$ cat config.mk
export PLATFORM = sky130hd
export DESIGN_NAME = seg7_scan_drv
export DESIGN_NICKNAME = d
export VERILOG_FILES = /design/src/rtl/seg7_pkg.sv /design/src/rtl/seg7_decode.sv /design/src/rtl/seg7_scan_drv.sv
export SDC_FILE = /design/constraint.sdc
export NUM_CORES = 1
export LEC_CHECK = 0
export BUFFER_PORTS_ARGS = -buffer_cell sky130_fd_sc_hd__buf_4
export CAP_MARGIN = 30
export CORE_MARGIN = 10
export CORE_UTILIZATION = 45
export DETAILED_ROUTE_END_ITERATION = 8
export REMOVE_ABC_BUFFERS = 1
export SYNTH_ARGS = -nofsm -noshare
export SYNTH_HDL_FRONTEND = slang
export SYNTH_SLANG_ARGS = --single-unit
$ cat constraint.sdc
create_clock -name clk -period 5.9 [get_ports clk]
set_input_delay 0.295 -clock clk [delete_from_list [all_inputs] [get_ports clk]]
set_output_delay 0.295 -clock clk [all_outputs]
set_load 0.02 [all_outputs]
$ cat src/rtl/seg7_pkg.sv
// Shared constants and the BCD-to-segment mapping for common-anode
// 7-segment displays. Segment order is {dp,g,f,e,d,c,b,a}, active-low.
package seg7_pkg;

  // Active-low segment patterns; dp (bit 7) is always off
  localparam logic [7:0] SEG_0     = 8'hC0;
  localparam logic [7:0] SEG_1     = 8'hF9;
  localparam logic [7:0] SEG_2     = 8'hA4;
  localparam logic [7:0] SEG_3     = 8'hB0;
  localparam logic [7:0] SEG_4     = 8'h99;
  localparam logic [7:0] SEG_5     = 8'h92;
  localparam logic [7:0] SEG_6     = 8'h82;
  localparam logic [7:0] SEG_7     = 8'hF8;
  localparam logic [7:0] SEG_8     = 8'h80;
  localparam logic [7:0] SEG_9     = 8'h90;
  localparam logic [7:0] SEG_DASH  = 8'hBF;
  localparam logic [7:0] SEG_BLANK = 8'hFF;

  // All four anodes released (common-anode, active-low)
  localparam logic [3:0] AN_OFF = 4'b1111;

  // Scan position within a frame; positions 0/1 carry digits, 2/3 stay dark
  typedef logic [1:0] slot_idx_t;

  // Codes 10-15 are not BCD and show a dash so a bad counter value is visible
  function automatic logic [7:0] bcd_to_seg(input logic [3:0] bcd);
    logic [7:0] pattern;
    case (bcd)
      4'd0:    pattern = SEG_0;
      4'd1:    pattern = SEG_1;
      4'd2:    pattern = SEG_2;
      4'd3:    pattern = SEG_3;
      4'd4:    pattern = SEG_4;
      4'd5:    pattern = SEG_5;
      4'd6:    pattern = SEG_6;
      4'd7:    pattern = SEG_7;
      4'd8:    pattern = SEG_8;
      4'd9:    pattern = SEG_9;
      default: pattern = SEG_DASH;
    endcase
    return pattern;
  endfunction

endpackage

$ cat src/rtl/seg7_decode.sv
// Combinational BCD to active-low 7-segment decoder, reusable by any
// display block sharing the {dp,g,f,e,d,c,b,a} segment order.
module seg7_decode
  import seg7_pkg::*;
(
  input  logic [3:0] bcd,
  output logic [7:0] seg
);

  assign seg = bcd_to_seg(bcd);

endmodule

$ cat src/rtl/seg7_scan_drv.sv
// Two-digit scan driver for a 4-position common-anode 7-segment display.
// Digits are latched once per frame so a frame never mixes old and new
// values; "00" blinks with a period of 2*BLINK_FRAMES frames.
module seg7_scan_drv
  import seg7_pkg::*;
#(
  parameter int SCAN_DIV     = 50000,
  parameter int GUARD        = 2,
  parameter int BLINK_FRAMES = 64
) (
  input  logic       clk,
  input  logic       rst,
  input  logic [3:0] bcd0,
  input  logic [3:0] bcd1,
  input  logic       en,
  output logic [3:0] an,
  output logic [7:0] seg
);

  localparam int SLOT_W  = $clog2(SCAN_DIV);
  localparam int FRAME_W = (BLINK_FRAMES > 1) ? $clog2(BLINK_FRAMES) : 1;

  localparam logic [SLOT_W-1:0]  SLOT_LAST  = SLOT_W'(SCAN_DIV - 1);
  localparam logic [SLOT_W-1:0]  GUARD_END  = SLOT_W'(GUARD);
  localparam logic [FRAME_W-1:0] FRAME_LAST = FRAME_W'(BLINK_FRAMES - 1);

  logic [SLOT_W-1:0]  slot_cnt;
  slot_idx_t          idx;
  logic [FRAME_W-1:0] frame_cnt;
  logic               blink_on;
  logic [3:0]         d0;
  logic [3:0]         d1;

  logic               slot_wrap;
  logic               frame_wrap;
  logic               zero;
  logic [3:0]         cur_digit;
  logic [7:0]         dec_seg;
  logic               blank;

  assign slot_wrap  = (slot_cnt == SLOT_LAST);
  assign frame_wrap = slot_wrap && (idx == 2'd3);
  assign zero       = (d1 == 4'd0) && (d0 == 4'd0);

  // Slot timer and digit position; position advances each time a slot ends
  // NOTE: sequential state uses <= so every flop samples pre-edge values
  // regardless of block ordering.
  always_ff @(posedge clk or posedge rst) begin
    if (rst) begin
      slot_cnt <= '0;
      idx      <= 2'd0;
    end else if (slot_wrap) begin
      slot_cnt <= '0;
      idx      <= idx + 2'd1;
    end else begin
      slot_cnt <= slot_cnt + SLOT_W'(1);
    end
  end

  // Latch the counter's digits at the frame boundary only
  always_ff @(posedge clk or posedge rst) begin
    if (rst) begin
      d0 <= 4'd0;
      d1 <= 4'd0;
    end else if (frame_wrap) begin
      d0 <= bcd0;
      d1 <= bcd1;
    end
  end

  // Blink phase: held in the "on" phase until "00" is latched, then toggles
  // every BLINK_FRAMES frames
  always_ff @(posedge clk or posedge rst) begin
    if (rst) begin
      frame_cnt <= '0;
      blink_on  <= 1'b1;
    end else if (!zero) begin
      frame_cnt <= '0;
      blink_on  <= 1'b1;
    end else if (frame_wrap) begin
      if (frame_cnt == FRAME_LAST) begin
        frame_cnt <= '0;
        blink_on  <= ~blink_on;
      end else begin
        frame_cnt <= frame_cnt + FRAME_W'(1);
      end
    end
  end

  // Pick the digit for the current position and decide whether it is dark
  // NOTE: every signal gets a default before any branch so no latch can be
  // inferred.
  always_comb begin
    cur_digit = d0;
    blank     = 1'b0;
    if (idx == 2'd1) cur_digit = d1;
    if (slot_cnt < GUARD_END)                        blank = 1'b1;
    if (!en)                                         blank = 1'b1;
    if (idx[1])                                      blank = 1'b1;
    if ((idx == 2'd1) && (d1 == 4'd0) && !zero)      blank = 1'b1;
    if (zero && !blink_on)                           blank = 1'b1;
  end

  seg7_decode u_decode (
    .bcd (cur_digit),
    .seg (dec_seg)
  );

  // Registered pin drivers; at most one anode is ever pulled low
  always_ff @(posedge clk or posedge rst) begin
    if (rst) begin
      an  <= AN_OFF;
      seg <= SEG_BLANK;
    end else if (blank) begin
      an  <= AN_OFF;
      seg <= SEG_BLANK;
    end else begin
      an  <= ~(4'b0001 << idx);
      seg <= dec_seg;
    end
  end

endmodule

==> metrics list <==
- Share of power burned in registers: 54.8%
- Share of the synthesized area in the top cell type: 35.1%
* Fraction of power consumed by combinational cells: 2.9%
- Worst slew pin tran: 0.698 ns
* Initial DRT Pass Iterations: 4
* Crit. Startpoint: d0[2]
* Pin count of the biggest net entering global routing: 45
- P_sw: 0.000108 W
- Count of unique library cells instantiated by Yosys: 37
- In this run, synthesis inferred 0 flip-flops with an integrated enable.
- Post-synthesis xor/xnor area fraction: 5.37%
* Met3 wire length: 173 µm
- The first global-routing pass estimated 7610 µm of wire.
- TritonCTS Sinks: 44
- Worst setup path class: flop to flop
- Sum of internal, switching and leakage power: 0.000553 W
* Clock latency on the worst-skew pair: 0.29 ns
- The finished layout holds 312 standard cells, fillers aside.
- The tool flagged a number of max-cap violations equal to 0.
* Vertical die dimension: 91.2 µm
- Of the post-synthesis cell area, the part taken by muxes is 5.15%.
- The worst setup path is captured at a flop.
- Clock group share of total power: 42.3%
* Fraction of final layout cells with drive strength greater than 1: 21.2%
* Avg Cell Area, Syn: 10.3 µm²
- Residual antenna-violating net count after detailed routing: 0
* CTS buffer count: 5
* Wire length after detailed routing: 4190 µm
* Number of fill cells in the layout: 465
* Antenna violations before repair: 0
- Clock skew on the completed layout was measured at 0.0130 ns.
* Minimum setup slack among reg-to-reg paths: 3.67 ns
- Adder-Cell Fraction of Synth Area: 6.03%
- For the worst flop-to-flop path, the logic depth is 4.
- Synth warn: 0
- The tree is rooted in a sky130_fd_sc_hd__clkbuf_8.
- The total overflow left after global routing is 0.
- Core utilization of the finished layout: 54.1%
- Total half-perimeter wirelength after legalization and detailed placement: 3070 µm
- CTS clk-pin slew, worst paths: 0.08 ns
- Total area of sequential cells: 1120 µm²
- In the finished design, the share of the clock period the worst path needs comes to 37.7%.
* Count of final max-slew check failures: 0
- Vias per cell: 5.07
* Highest net fanout along the worst path: 11
- Core region area: 4820 µm²
- N_diodes: 0
- The worst register-to-register path begins at d0[2].
- Fraction of power spent switching nets: 19.4%
- Data required time of the critical path: 6.08 ns
- Layout overhead on the synthesized area: 14.1%
* Pint: 0.000445 W
- Total power per unit cell area: 212 nW/µm²
- Port buffering added 21 buffers.
- The cell count after synthesis came out at 222.
- After the last flow step, the layout net total stands at 266.
- Leading area contributor after synthesis: sky130_fd_sc_hd__dfrtp_1
- In the final routed layout, each cell accounts on average for 13.4 µm.
* Weighted congestion at the end of routability-driven global placement: 0.790
- 23 I/O pins were placed.
- Counting I/O delays and the setup requirement, the final critical path takes 2.23 ns.
- Reported leakage power: 1.12 nW
- Startpoint types: flop
* Die Footprint: 8320 µm²
- Final hold violation count: 0
- Combinational family with the most area after synthesis: simple AND/OR/NAND/NOR gates
- Vias in the first global route: 1620
- Aggregate negative setup slack: 0 ns
* Worst Path Arrival: 2.41 ns
* All-Layer GR Usage: 10.8%
- The multi-input combinational cells in the finished layout cover a total of 1070 µm².
* Initial core utilization: 47.4%
- Endpoint of the most critical setup path: seg[6]
- Synthesis inferred 44 register bits.
- Hold Path Class: input pin to asynchronous set/reset pin
* Peak supply drop: 0.133 mV
- Of the total synthesized cell area, the portion taken by AND, OR, NAND and NOR gates is 22.7%.
* Combined area of all synthesized cells: 2280 µm²
- Total of cells resized after clock tree synthesis: 0
- Number of buffers inserted by post-CTS setup repair: 0
- After detailed placement, the design holds a cell count of 304.
- Ys flop type: sky130_fd_sc_hd__dfrtp_1
- In the synthesized netlist the async set-or-reset flop fraction comes to 100%.
- End of the worst register-to-register path: seg[6]
- Measured along the x axis, the die boundary spans 91.2 µm.
- In the detailed route, the total length drawn on met2 is 2050 µm.
- Sequential-to-total area share from yosys stat: 48.9%
* Main area contributors after synthesis: sky130_fd_sc_hd__dfrtp_1, sky130_fd_sc_hd__dfstp_2, sky130_fd_sc_hd__nand2_1
- Signal routing reaches up to met4.
* Worst slew slack as a fraction of its limit: 53.0%
* Maximum root-to-sink buffer count: 2
- For this run, the top clock speed supported by timing is 449 MHz.
* Status: completed
- The commonest cells after synthesis are sky130_fd_sc_hd__nand2_1, sky130_fd_sc_hd__dfrtp_1, sky130_fd_sc_hd__inv_1.
* Met1 wire length: 1940 µm
* Row count: 25
* Unrepaired setup endpoints after global routing: false
- Drc violations: 0
* Fraction of the mapped netlist area in compound gates: 7.45%
- Most frequent cell after synthesis: sky130_fd_sc_hd__nand2_1
- The routed layout has 1582 vias.
- The first routing iteration left 39 violations.
- Setup violations remaining at the end of the flow were counted as 0.
- TritonCTS built the clock tree.
- Number of buffers inserted for hold repair after clock tree synthesis: 0
- The clock tree synthesis step divided the H-tree into 2 levels.
==> metal layers <==
metal | GRT usage (%) | up-vias
met4 | 3.00 | 0
met2 | 18.1 | 28
met1 | 12.9 | 741
met3 | 3.54 | 4
li1 | - | 809
met5 | 0 | -
==> how the worst min path moves through the flow <==
stage / from / end / cells past startpoint
2_1_floorplan: bcd1[3] / d1[3] / 2
3_3_place_gp: rst / frame_cnt[4] / 3
3_5_place_dp: rst / slot_cnt[2] / 3
4_1_cts: rst / slot_cnt[4] / 3
5_1_grt: rst / slot_cnt[4] / 3
6_report: rst / slot_cnt[4] / 3
==> final cells by class <==
cell class                      count  area share [%]
Clock buffer                        6            3.17
Clock inverter                      2            1.30
Inverter                           14            2.02
Multi-Input combinational cell    157            41.1
Sequential cell                    44            42.8
Tap cell                           67            3.22
Timing Repair Buffer               22            6.34
==> stage by stage <==
stage / instance area, µm² / hold slack (ns) / setup WS [ns]
global route: 2610 / 0.180 / 3.38
finish: 2610 / 0.133 / 3.67
floorplan: 2240 / 0.407 / 3.90
CTS: 2610 / 0.145 / 3.65
detailed placement: 2490 / 0.475 / 3.66
global placement: 2490 / 0.470 / 3.69
==> power by group through the flow <==
stage | clock (W) | sequential, W | combinational [W]
6_report | 0.000234 | 0.000303 | 0.0000161
5_1_grt | 0.000257 | 0.000303 | 0.0000185
4_1_cts | 0.000241 | 0.000303 | 0.0000169
3_5_place_dp | 0 | 0.000309 | 0.0000170
3_3_place_gp | 0 | 0.000309 | 0.0000169
2_1_floorplan | 0 | 0.000310 | 0.00000672
==> sequential cells by signal, summed over array words and instances (netlist names) <==
| register | flops |
|---|---|
| seg | 7 |
| slot_cnt | 16 |
| idx | 2 |
| d0 | 4 |
| an | 4 |
| d1 | 4 |
| blink_on | 1 |
| frame_cnt | 6 |
==> worst max-delay path: stages (launching register included) <==
cell and delay [ns]:
sky130_fd_sc_hd__dfrtp_1 0.41, sky130_fd_sc_hd__nor4_1 0.45, sky130_fd_sc_hd__mux2_2 0.41, sky130_fd_sc_hd__a2111oi_4 0.66, sky130_fd_sc_hd__o21ai_0 0.20
==> cells by family (layout without fill, tap and decap cells) <==
kind of cell	count (synthesis)	after routing
fa+ha+maj	11	11
buf+inv	21	44
xor+xnor	14	14
flops	44	44
other cells	1	1
mux	11	11
compound gates	21	21
simple gates	99	99
==> placed cells by master, fill, tap and decap left out, types with 6 or more instances in the layout <==
master | synthesis | layout
sky130_fd_sc_hd__nand2_1 | 43 | 43
sky130_fd_sc_hd__dfrtp_1 | 32 | 32
sky130_fd_sc_hd__buf_4 | 2 | 22
sky130_fd_sc_hd__inv_1 | 14 | 13
sky130_fd_sc_hd__nor2_1 | 13 | 13
sky130_fd_sc_hd__dfstp_2 | 12 | 12
sky130_fd_sc_hd__ha_1 | 11 | 11
sky130_fd_sc_hd__xnor2_1 | 8 | 8
sky130_fd_sc_hd__nand3_1 | 8 | 8
sky130_fd_sc_hd__nor4_1 | 7 | 7
sky130_fd_sc_hd__mux2i_1 | 7 | 7
sky130_fd_sc_hd__and4_1 | 6 | 6
sky130_fd_sc_hd__nand4_1 | 6 | 6
sky130_fd_sc_hd__xor2_1 | 6 | 6
sky130_fd_sc_hd__clkbuf_8 | 0 | 6
Note: power is estimated with default switching activity, not from simulation.
